### src/rtl/layer_reader.sv
// Purpose : fetch rows of input layers over AXI4 read bursts, one burst per row, and stream the bytes out.
// Latency : first byte appears the cycle after its beat is accepted; 1 byte/cycle with continuous rvalid and layer_rdy_i.
// Backpr. : layer_rdy_i low holds the output byte; rready drops while the beat holding register is occupied.
//
// Ports:
//   clk, reset_n                 clock, asynchronous active-low reset
//   Start                        one-cycle start pulse (ignored unless idle)
//   axi_address .. read_burst_len  transfer configuration, latched on Start
//   layer_data_o/layer_valid_o/layer_rdy_i  byte stream output
//   busy_o, done_o, rresp_err_o  status
//   M_axi_ar* / M_axi_r*         AXI4 read address / read data channels
module layer_reader #(
  parameter int C_S_AXI_ID_WIDTH   = 3,
  parameter int C_S_AXI_ADDR_WIDTH = 32,
  parameter int C_S_AXI_DATA_WIDTH = 64
) (
  input  logic                          clk,
  input  logic                          reset_n,
  input  logic                          Start,
  input  logic [C_S_AXI_ADDR_WIDTH-1:0] axi_address,
  input  logic [9:0]                    no_of_input_layers,
  input  logic [9:0]                    input_layer_row_size,
  input  logic [9:0]                    input_layer_col_size,
  input  logic [15:0]                   allocated_space_per_row,
  input  logic [7:0]                    read_burst_len,
  output logic [7:0]                    layer_data_o,
  output logic                          layer_valid_o,
  input  logic                          layer_rdy_i,
  output logic                          busy_o,
  output logic                          done_o,
  output logic                          rresp_err_o,
  output logic [C_S_AXI_ID_WIDTH-1:0]   M_axi_arid,
  output logic [C_S_AXI_ADDR_WIDTH-1:0] M_axi_araddr,
  output logic [7:0]                    M_axi_arlen,
  output logic [2:0]                    M_axi_arsize,
  output logic [1:0]                    M_axi_arburst,
  output logic                          M_axi_arlock,
  output logic [3:0]                    M_axi_arcache,
  output logic [2:0]                    M_axi_arprot,
  output logic [3:0]                    M_axi_arqos,
  output logic                          M_axi_arvalid,
  input  logic                          M_axi_arready,
  input  logic [C_S_AXI_ID_WIDTH-1:0]   M_axi_rid,
  input  logic [C_S_AXI_DATA_WIDTH-1:0] M_axi_rdata,
  input  logic [1:0]                    M_axi_rresp,
  input  logic                          M_axi_rlast,
  input  logic                          M_axi_rvalid,
  output logic                          M_axi_rready
);

  typedef enum logic [2:0] {IDLE, ADDR, DATA, NEXT, DONE} state_t;

  state_t                        state;
  logic [9:0]                    layers_q, cols_q, row_size_q;
  logic [15:0]                   stride_q;
  logic [C_S_AXI_ADDR_WIDTH-1:0] addr_q;
  logic [7:0]                    arlen_q;
  logic [9:0]                    row_q, layer_q;
  logic [11:0]                   row_cnt;   // bytes of the current row already claimed for output
  logic [63:0]                   hold_dat;  // remaining bytes of the accepted beat, next byte in [7:0]
  logic [3:0]                    hold_cnt;  // bytes still to emit from hold_dat
  logic                          got_last;  // rlast beat accepted, row ends once it drains
  logic [7:0]                    out_dat;
  logic                          out_vld;
  logic                          arvalid_q, busy_q, done_q, err_q;

  logic        beat_acc, out_free;
  logic [11:0] rem;
  logic [3:0]  keep;

  // The single burst carries only the fields below; rid is not needed with one outstanding read.
  logic unused_ok;
  assign unused_ok = &{1'b0, M_axi_rid};

  assign M_axi_arid    = '0;
  assign M_axi_arsize  = 3'b011;
  assign M_axi_arburst = 2'b01;
  assign M_axi_arlock  = 1'b0;
  assign M_axi_arcache = 4'b0011;
  assign M_axi_arprot  = 3'b000;
  assign M_axi_arqos   = 4'b0000;
  assign M_axi_araddr  = addr_q;
  assign M_axi_arlen   = arlen_q;
  assign M_axi_arvalid = arvalid_q;
  assign M_axi_rready  = (state == DATA) && (hold_cnt == 4'd0) && !got_last;

  assign layer_data_o  = out_dat;
  assign layer_valid_o = out_vld;
  assign busy_o        = busy_q;
  assign done_o        = done_q;
  assign rresp_err_o   = err_q;

  assign beat_acc = M_axi_rvalid && M_axi_rready;
  assign out_free = !out_vld || layer_rdy_i;

  // Bytes of an incoming beat that still fall inside the row; everything past the
  // row size is dropped with the beat, so discards never take output cycles.
  always_comb begin
    rem  = 12'd0;
    keep = 4'd0;
    if (row_cnt < {2'b00, row_size_q}) begin
      rem  = {2'b00, row_size_q} - row_cnt;
      keep = (rem >= 12'd8) ? 4'd8 : rem[3:0];
    end
  end

  always_ff @(posedge clk or negedge reset_n) begin
    if (!reset_n) begin
      state      <= IDLE;
      layers_q   <= '0;
      cols_q     <= '0;
      row_size_q <= '0;
      stride_q   <= '0;
      addr_q     <= '0;
      arlen_q    <= '0;
      row_q      <= '0;
      layer_q    <= '0;
      row_cnt    <= '0;
      hold_dat   <= '0;
      hold_cnt   <= '0;
      got_last   <= 1'b0;
      out_dat    <= '0;
      out_vld    <= 1'b0;
      arvalid_q  <= 1'b0;
      busy_q     <= 1'b0;
      done_q     <= 1'b0;
      err_q      <= 1'b0;
    end else begin
      done_q <= 1'b0;
      case (state)
        IDLE: begin
          if (Start) begin
            layers_q   <= no_of_input_layers;
            cols_q     <= input_layer_col_size;
            row_size_q <= input_layer_row_size;
            stride_q   <= allocated_space_per_row;
            addr_q     <= axi_address;
            arlen_q    <= read_burst_len;
            row_q      <= '0;
            layer_q    <= '0;
            row_cnt    <= '0;
            err_q      <= 1'b0;
            busy_q     <= 1'b1;
            if (no_of_input_layers == 10'd0 || input_layer_col_size == 10'd0) begin
              state  <= DONE;
              done_q <= 1'b1;
            end else begin
              state     <= ADDR;
              arvalid_q <= 1'b1;
            end
          end
        end

        ADDR: begin
          if (M_axi_arready) begin
            arvalid_q <= 1'b0;
            row_cnt   <= '0;
            got_last  <= 1'b0;
            state     <= DATA;
          end
        end

        DATA: begin
          if (beat_acc) begin
            row_cnt  <= row_cnt + {8'd0, keep};
            got_last <= M_axi_rlast;
            if (M_axi_rresp != 2'b00) err_q <= 1'b1;
            if (out_free) begin
              // Byte 0 goes straight to the output so the stream never bubbles between beats.
              if (keep != 4'd0) begin
                out_dat  <= M_axi_rdata[7:0];
                out_vld  <= 1'b1;
                hold_dat <= {8'd0, M_axi_rdata[63:8]};
                hold_cnt <= keep - 4'd1;
              end else begin
                out_vld  <= 1'b0;
                hold_cnt <= 4'd0;
              end
            end else begin
              hold_dat <= M_axi_rdata[63:0];
              hold_cnt <= keep;
            end
          end else if (out_free) begin
            if (hold_cnt != 4'd0) begin
              out_dat  <= hold_dat[7:0];
              out_vld  <= 1'b1;
              hold_dat <= {8'd0, hold_dat[63:8]};
              hold_cnt <= hold_cnt - 4'd1;
            end else begin
              out_vld <= 1'b0;
              if (got_last) begin
                got_last <= 1'b0;
                state    <= NEXT;
              end
            end
          end
        end

        NEXT: begin
          addr_q <= addr_q + {{(C_S_AXI_ADDR_WIDTH-16){1'b0}}, stride_q};
          if (row_q == cols_q - 10'd1) begin
            row_q <= '0;
            if (layer_q == layers_q - 10'd1) begin
              state  <= DONE;
              done_q <= 1'b1;
            end else begin
              layer_q   <= layer_q + 10'd1;
              state     <= ADDR;
              arvalid_q <= 1'b1;
            end
          end else begin
            row_q     <= row_q + 10'd1;
            state     <= ADDR;
            arvalid_q <= 1'b1;
          end
        end

        DONE: begin
          busy_q <= 1'b0;
          state  <= IDLE;
        end

        default: state <= IDLE;
      endcase
    end
  end

endmodule

### config.mk
export PLATFORM = sky130hd
export DESIGN_NAME = layer_reader
export DESIGN_NICKNAME = d
export VERILOG_FILES = /design/src/rtl/layer_reader.sv
export SDC_FILE = /design/constraint.sdc
export NUM_CORES = 1
export LEC_CHECK = 0
export ABC_AREA = 1
export BUFFER_PORTS_ARGS = -buffer_cell sky130_fd_sc_hd__clkbuf_2
export CORE_UTILIZATION = 40
export CTS_CLUSTER_DIAMETER = 120
export DETAILED_ROUTE_END_ITERATION = 7
export PLACE_DENSITY_LB_ADDON = 0.08
export REMOVE_ABC_BUFFERS = 1
export SYNTH_ARGS = -nofsm -noshare
export SYNTH_HDL_FRONTEND = slang
export SYNTH_SLANG_ARGS = --single-unit
### constraint.sdc
create_clock -name clk -period 5.22 [get_ports clk]
set_input_delay 0.522 -clock clk [delete_from_list [all_inputs] [get_ports clk]]
set_output_delay 0.522 -clock clk [all_outputs]
set_load 0.01 [all_outputs]
==> results of run 1 <==
-- worst max-delay path, delay by kind of cell, from the launching register on --
kind	cells	cell delay (ns)
AND/OR/NAND/NOR	17	1.74
adder cells (fa/ha/maj)	3	0.82
buffers and inverters	5	0.43
flip-flops	1	0.35
AO/OA/AOI/OAI	4	0.51
-- through the flow --
stage	TNS [ns]	hold WS (ns)	utilization, %	power [W]	cell area [sq um]
floorplan	-103.24	0.226	-	0.00582	12600
global placement	0	0.462	44.9	0.00699	14300
detailed placement	0	0.470	44.9	0.00704	14300
CTS	0	0.112	47.3	0.00879	15100
global route	0	0.154	47.3	0.00950	15100
finish	0	0.0463	47.3	0.00869	15100
-- how the worst max path moves through the flow --
stage	start	cells past startpoint	end	slack, ns
after global routing	row_size_q[0]	29	row_cnt[11]	0.85
after CTS	row_size_q[0]	29	row_cnt[11]	1.30
after floorplan	layer_rdy_i	6	hold_dat[0]	-1.63
after global placement	row_size_q[0]	29	row_cnt[11]	1.38
after detailed placement	row_size_q[0]	29	row_cnt[11]	1.32
final	row_size_q[0]	29	row_cnt[11]	1.31
-- state kept, by name (all words and copies together) (netlist names), 8 cells and up --
signal / cells
layer_data_o: 8
row_q: 10
stride_q: 16
layers_q: 10
row_cnt: 12
row_size_q: 10
M_axi_araddr: 32
M_axi_arlen: 8
cols_q: 10
hold_dat: 64
layer_q: 10
-- report_power, final --
part	leakage (nW)	internal (W)	switching, W
sequential	2.66	0.00213	0.000450
clock	0.376	0.000982	0.000695
combinational	4.50	0.00161	0.00282
-- layer usage --
layer,track usage (%),vias to the layer above,wire [um]
met5,0,-,47
met4,4.40,8,654
met3,5.14,52,2100
met2,34.0,248,15300
met1,28.4,5363,16500
li1,-,5875,-
-- final cells by class --
| class | count | area (sq um) | area share (%) |
|---|---|---|---|
| Clock inverter | 5 | 65.1 | 0.432 |
| Antenna cell | 1 | 2.50 | 0.0166 |
| Tap cell | 435 | 544 | 3.61 |
| Multi-Input combinational cell | 1292 | 6970 | 46.2 |
| Timing Repair Buffer | 223 | 1160 | 7.73 |
| Sequential cell | 203 | 5080 | 33.7 |
| Clock buffer | 35 | 704 | 4.67 |
| Inverter | 144 | 542 | 3.59 |
-- kinds of logic (layout without fill, tap and decap cells) --
logic type | Yosys count | after routing | share of synthesized area [%]
buffers and inverters | 232 | 407 | 8.55
other | 2 | 21 | 0.0575
AO/OA/AOI/OAI | 306 | 306 | 15.8
XOR/XNOR | 60 | 60 | 4.02
adder cells (fa/ha/maj) | 38 | 38 | 3.81
AND/OR/NAND/NOR | 860 | 860 | 28.3
multiplexers | 8 | 8 | 0.613
flip-flops | 203 | 203 | 38.9
-- cells in the final DEF (no fill, tap or decap), types with 26 or more instances in the layout --
master,count
xor2_1,43
clkbuf_16,26
ha_1,35
o21ai_0,83
o21ai_2,57
a31o_2,57
nor2_1,140
clkbuf_2,211
dfrtp_1,203
nand2_2,71
inv_1,131
nand2_1,517
a21oi_1,51
nand3_1,49
==> flow_metrics.tcl, run 1 <==
set metrics [dict create \
    yosys_register_bits 203 \
    fillers 3314 \
    drc 0 \
    outcome "complete, no violations" \
    yosys_warnings 0 \
    grt_use_total_pct 21.0 \
    routedWlPerCell_um 14.8 \
    num_vias 11500 \
    timing.slew.headroom_pct 19.1 \
    clockBufferDepth 3 \
    holdCritPathClass "input port to async pin" \
    synth.area.top_cells "dfrtp_1, nand2_1, nor2_1, a31o_2, o21ai_2" \
    arrival_ns 4.37 \
    first_pass_iters 5 \
    post_cts_buffers 0 \
    worst_pin_slew_ns 1.21 \
    synth_commonest_cells "nand2_1, dfrtp_1, nor2_1, inv_1, o21ai_0" \
    rsz0062_at_grt "no" \
    hpwl_mm 23.9 \
    ys.flop_type "dfrtp_1" \
    initial_core_util_pct 41.0 \
    die_area_sq_mm 0.0334 \
    synth.cell_area_sq_mm 0.0131 \
    synthCells 1709 \
    yosysSeqAreaShare_pct 38.9 \
    timing_hold_violations_final 0 \
    synth-edff-count 0 \
    clock_sinks 203 \
    synth.distinct_cells 50 \
    maxCapViolations 0 \
    critPathLaunchType "register" \
    num_rows 65 \
    finalSetupViolCount 0 \
    r2r_end "row_cnt[11]" \
    rrSetupSlack_ns 1.31 \
    layout_min_cycle_time_ns 3.91 \
    drt_wl_total_mm 34.6 \
    cts.repair.resized 0 \
    synth.largest_area_cell "dfrtp_1" \
    worst_slack_ns 1.31 \
    grt_pass1_wl_mm 56.8 \
    cpMostUsedCell "nand2_1" \
    path_class "register to register" \
    final_cells 2338 \
    tritoncts "yes" \
    gr-total-overflow 0 \
    ys_async_sr_fraction_pct 100 \
    slew_violations 0 \
    nNetsFinal 2090 \
    slowest_delay_ns 0.43 \
    io_buffers 212 \
    cp_max_fo 4 \
    critical_path_required_ns 5.68 \
    drive_above_1_share_pct 25.6 \
    final.setup_skew_ns 0.0208 \
    cts_root_buffer "clkbuf_16" \
    end_kind "register" \
    synth_area_per_cell_sq_um 7.65 \
    clkTransAtPathRegs_ns 0.06 \
    grt_pass1_vias 11200 \
    gp_congestion 0.857 \
    ir_drop_uv 327 \
    r2r_start "row_size_q[0]" \
    leakagePower_nw 7.53 \
    dp_cells 2297 \
    p_per_area_mw_per_mm2 577 \
    core_sq_mm 0.0319 \
    finalCritPeriodShare_pct 74.9 \
    die_w_um 183 \
    num_io_pins 236 \
    insertion_delay_ns 0.55 \
    die_height_um 183 \
    grt_max_degree 121 \
    drt.antenna.violating_nets 0 \
    area_growth_syn_to_layout_pct 15.3 \
    post-synth-top-count-cell "nand2_1" \
    place_ws_ns 1.32 \
    cts_buffers 26 \
    htreeDepth 1 \
    clock.fmax_mhz 256 \
    synth_top_area_share_pct 38.9 \
    cts_hold_buf 0 \
    antenna_found_initial 5 \
    ff2ff_path_depth 29 \
    vias_per_cell 4.94 \
    slowest_stage "fa_1" \
    initialDrtViolationCount 737 \
]
Note: power is estimated with default switching activity, not from simulation.
==> run 2, diff against run 1 <==
clock period = 3.4 ns   (was 5.22 ns; I/O delays follow)
==> flow_metrics.tcl, run 2 (synthesis results as in run 1) <==
set metrics [dict create \
    outcome "finished with violations" \
    violations "setup timing" \
    clock_sinks 203 \
    r2r_start "row_size_q[0]" \
    tritoncts "yes" \
    io_buffers 212 \
    final_cell_mix "nand2_1, clkbuf_2, dfrtp_1, nor2_1, inv_1" \
    first_pass_iters 7 \
    largest_register "hold_dat" \
    antenna_found_initial 5 \
    slowest_stage "fa_2" \
    holdCritPathClass "input port to register" \
    num_vias 11900 \
    largest_reg_flops 64 \
    arrival_ns 3.89 \
    routedWlPerCell_um 14.7 \
    cts_buffers 27 \
    initialDrtViolationCount 618 \
    leakagePower_nw 8.17 \
    die_w_um 183 \
    area_growth_syn_to_layout_pct 25.9 \
    clkTransAtPathRegs_ns 0.06 \
    dpl-instance-area_sq_mm 0.0148 \
    finalCritPeriodShare_pct 102 \
    gr-total-overflow 0 \
    slowest_delay_ns 0.39 \
    finalSetupViolCount 4 \
    critical_path_required_ns 3.81 \
    insertion_delay_ns 0.54 \
    timing_hold_violations_final 0 \
    place_ws_ns -0.199 \
    cts_root_buffer "clkbuf_16" \
    nNetsFinal 2182 \
    grt_pass1_wl_mm 58.4 \
    gp_congestion 0.861 \
    cp.depth 26 \
    hp-start "input_layer_row_size[1]" \
    path_class "register to register" \
    num_rows 65 \
    maxCapViolations 0 \
    clock.fmax_mhz 288 \
    fin_hold_ws_ns 0.0184 \
    worst_pin_slew_ns 0.903 \
    cp_num_buf_inv 4 \
    cp_max_fo 4 \
    drt.antenna.violating_nets 0 \
    ff2ff_path_depth 26 \
    cp-startpoint "row_size_q[0]" \
    grt_max_degree 103 \
    initial_core_util_pct 41.0 \
    grt_use_total_pct 21.5 \
    critPathLaunchType "register" \
    layout_commonest_cell "nand2_1" \
    drt_wl_total_mm 35.8 \
    final_area_sq_mm 0.0165 \
    core_sq_mm 0.0319 \
    die_area_sq_mm 0.0334 \
    p_per_area_mw_per_mm2 911 \
    worst_slack_ns -0.0733 \
    clockBufferDepth 3 \
    whs_path_depth 3 \
    die_height_um 183 \
    rsz0062_at_grt "yes" \
    grt_pass1_vias 11600 \
    critical-path-top-delay-family "simple AND/OR/NAND/NOR gates" \
    end_kind "register" \
    cpMostUsedCell "nand2_2" \
    vias_per_cell 4.90 \
    slew_violations 0 \
    htreeDepth 1 \
    num_io_pins 236 \
    tns_ns -0.143 \
    hpwl_mm 25.4 \
    drive_above_1_share_pct 30.7 \
    drc 0 \
    layout_min_cycle_time_ns 3.47 \
    ir_drop_uv 475 \
    final.setup_skew_ns 0.0148 \
    p_total_w 0.0150 \
    timing.slew.headroom_pct 39.7 \
]
run 2: cell types whose count changed in the layout (fill, tap and decap cells not counted), sizes merged:
cell / delta
buf: +65
bufinv: +8
clkbuf: -3
clkinv: +2
clkinvlp: +1
dlygate4sd3: +26
inv: +2
run 2: routing by layer:
layer / GRT usage [%] / vias to the layer above / part of all wire, %
met5: 0 / - / 0.14
met4: 4.77 / 8 / 2.1
met3: 4.88 / 55 / 5.5
met2: 34.7 / 240 / 44
met1: 29.3 / 5563 / 48
li1: - / 6082 / -
run 2: timing repair:
item | in CTS | in global routing
hold buffers | 26 | 0
gates resized for setup | 18 | 50
pin swaps | 7 | 23
hold endpoints to repair | 69 | 0
setup endpoints to repair | 8 | 9
setup buffers | 3 | 4
run 2: final timing paths:
check | slack [ns] | to
min | 0.02 | row_size_q[1]
min reg2reg | 0.48 | M_axi_arlen[4]
max | -0.07 | row_cnt[10]
max in group asynchronous | 2.18 | M_axi_arlen[6]
max reg2reg | -0.07 | row_cnt[10]
min in group asynchronous | 0.31 | M_axi_araddr[29]
run 2: final cells by class:
type	count	area (sq um)
Sequential cell	203	5080
Multi-Input combinational cell	1292	7230
Inverter	144	542
Tap cell	435	544
Clock inverter	18	325
Clock buffer	32	714
Fill cell	3202	15400
Timing Repair Buffer	314	2020
Antenna cell	1	2.50
run 2: where the power goes:
| group | leakage, nW | switching (W) | internal (W) |
|---|---|---|---|
| Combinational | 5.00 | 0.00466 | 0.00304 |
| Sequential | 2.66 | 0.000706 | 0.00327 |
| Clock | 0.511 | 0.00113 | 0.00218 |
run 2: worst min-delay path: cells and delay by family:
kind,cells,cell delay [ns]
buffers and inverters,1,0.08
AND/OR/NAND/NOR,2,0.08
run 2: per-stage QoR:
| stage | utilization (%) | std cells |
|---|---|---|
| final | 51.6 | 2439 |
| after global routing | 51.6 | 2438 |
| after CTS | 50.9 | 2434 |
| after detailed placement | 46.5 | 2355 |
| after global placement | 46.5 | 2355 |
| after floorplan | - | 1639 |
==> run 3, diff against run 2 <==
RECOVER_POWER = 25   (was default)
REMOVE_ABC_BUFFERS = default   (was 1)
==> flow_metrics.tcl, run 3 (synthesis results as in run 1) <==
set metrics [dict create \
    outcome "finished with violations" \
    violations "capacitance limit, slew limit, setup timing" \
    hpwl_mm 25.4 \
    leakagePower_nw 8.16 \
    vias_per_cell 4.90 \
    die_area_sq_mm 0.0334 \
    grt_use_total_pct 21.6 \
    multi_input_area_sq_mm 0.00718 \
    grt_pass1_vias 11600 \
    finalSetupViolCount 7 \
    die_height_um 183 \
    timing_hold_violations_final 0 \
    clock.fmax_mhz 284 \
    rsz0062_at_grt "yes" \
    gp_congestion 0.870 \
    finalCritPeriodShare_pct 104 \
    grt_pass1_wl_mm 58.9 \
    grt_max_degree 86 \
    insertion_delay_ns 0.53 \
    largest_register "hold_dat" \
    drc 0 \
    largest_reg_flops 64 \
    clock_sinks 203 \
    maxCapViolations 1 \
    antennaDiodeCount 0 \
    htreeDepth 1 \
    clkTransAtPathRegs_ns 0.06 \
    initialDrtViolationCount 622 \
    p_per_area_mw_per_mm2 887 \
    num_vias 12000 \
    timing.slew.headroom_pct -49.7 \
    critical_path_required_ns 3.81 \
    core_sq_mm 0.0319 \
    arrival_ns 3.93 \
    seq_area_sq_mm 0.00508 \
    die_w_um 183 \
    routedWlPerCell_um 14.8 \
    io_buffers 212 \
    cts_buffers 27 \
    first_pass_iters 6 \
    layout_min_cycle_time_ns 3.52 \
    fillers 3194 \
    critPathLaunchType "register" \
    clockBufferDepth 3 \
    antenna_found_initial 0 \
    place_ws_ns -0.250 \
    cts_root_buffer "clkbuf_16" \
    drive_above_1_share_pct 30.3 \
    final_area_sq_mm 0.0164 \
    num_rows 65 \
    worst_pin_slew_ns 2.25 \
    holdCritPathClass "input port to register" \
    slew_violations 86 \
    tritoncts "yes" \
    gr-total-overflow 0 \
    final_cell_mix "nand2_1, clkbuf_2, dfrtp_1, nor2_1, inv_1" \
    num_io_pins 236 \
    end_kind "register" \
    worst_slack_ns -0.120 \
    final.setup_skew_ns 0.0138 \
    drt.antenna.violating_nets 0 \
    drt_wl_total_mm 36.3 \
    initial_core_util_pct 41.0 \
    nNetsFinal 2197 \
    cp_max_fo 4 \
    layout_commonest_cell "nand2_1" \
    dpl-instance-area_sq_mm 0.0148 \
    area_growth_syn_to_layout_pct 25.2 \
    ir_drop_uv 421 \
    final_util_pct 51.3 \
    path_class "register to register" \
]
run 3: changes by cell type in the layout (fill, tap and decap cells not counted), moves of 3 or more:
cell           delta
bufinv_16         -6
buf_6             -3
clkbuf_8          +3
nand2_1           +3
clkbuf_1          +4
nor2_1            +3
dlygate4sd3_1     +6
buf_4            +13
inv_2             -3
run 3: cell type report:
cell class	count	area share, %
inverter	144	3.33
sequential	203	31.0
clock buffer	40	4.80
multi-input combinational	1292	43.9
clock inverter	9	0.772
tap	435	3.33
timing repair buffer	329	12.8
run 3: final timing paths:
check	to	slack, ns	startpoint	depth (start not counted)
worst max register to register	row_cnt[10]	-0.12	row_size_q[0]	26
worst min register to register	M_axi_arlen[0]	0.48	M_axi_arlen[0]	2
worst max-delay path	row_cnt[10]	-0.12	row_size_q[0]	26
max in group asynchronous	hold_dat[49]	0.59	reset_n	3
min in group asynchronous	layer_q[7]	1.00	reset_n	2
worst min-delay path	cols_q[3]	0.02	input_layer_col_size[3]	3
run 3: metal layers:
metal | GRT usage, % | up-vias | share of wire [%]
met5 | 0 | - | 0
met1 | 29.5 | 5646 | 47
met2 | 36.0 | 238 | 47
met4 | 3.60 | 0 | 1.3
li1 | - | 6104 | -
met3 | 3.91 | 33 | 4.7
run 3: power breakdown:
part           total [W]  leakage (nW)  internal (W)  switching [W]
sequential       0.00397          2.66       0.00328       0.000694
combinational    0.00762          5.05       0.00301        0.00461
clock            0.00293         0.447       0.00181        0.00111
run 3: worst max-delay path, cell delays in order (launching register included):
cell and delay (ns):
dfrtp_1 0.37, inv_2 0.07, ha_4 0.13, inv_4 0.03, fa_2 0.36, nand2_2 0.11
nand2_4 0.08, nand3_2 0.08, nand2_1 0.05, nand2_1 0.09, nand3_1 0.07, nor2_1 0.11
nand3_2 0.14, nor2_4 0.15, nand2_2 0.07, nor4_4 0.28, ha_1 0.20, buf_6 0.11
nand2_4 0.04, nand2_2 0.06, a21oi_2 0.06, nor3_2 0.20, nand2_1 0.12, nor2_2 0.14
nand2_1 0.09, o22ai_1 0.14, a21oi_1 0.06
run 3: repair_timing:
item / in CTS / in global routing
gates resized for setup: 16 / 39
endpoints found under the hold margin: 111 / 0
setup buffers: 9 / 6
setup endpoints to repair: 8 / 10
hold buffers: 32 / 0
pin swaps: 2 / 23
run 3: metrics by stage:
| step | hold slack, ns | TNS (ns) | std cells | power, W |
|---|---|---|---|---|
| finish | 0.0180 | -0.249 | 2452 | 0.0145 |
| global route | 0.0180 | -2.46 | 2452 | 0.0158 |
| CTS | 0.000930 | -0.0154 | 2446 | 0.0144 |
| detailed placement | 0.466 | -1.39 | 2356 | 0.0113 |
| global placement | 0.461 | -1.47 | 2356 | 0.0112 |
| floorplan | 0.0444 | 0 | 1727 | 0.00926 |
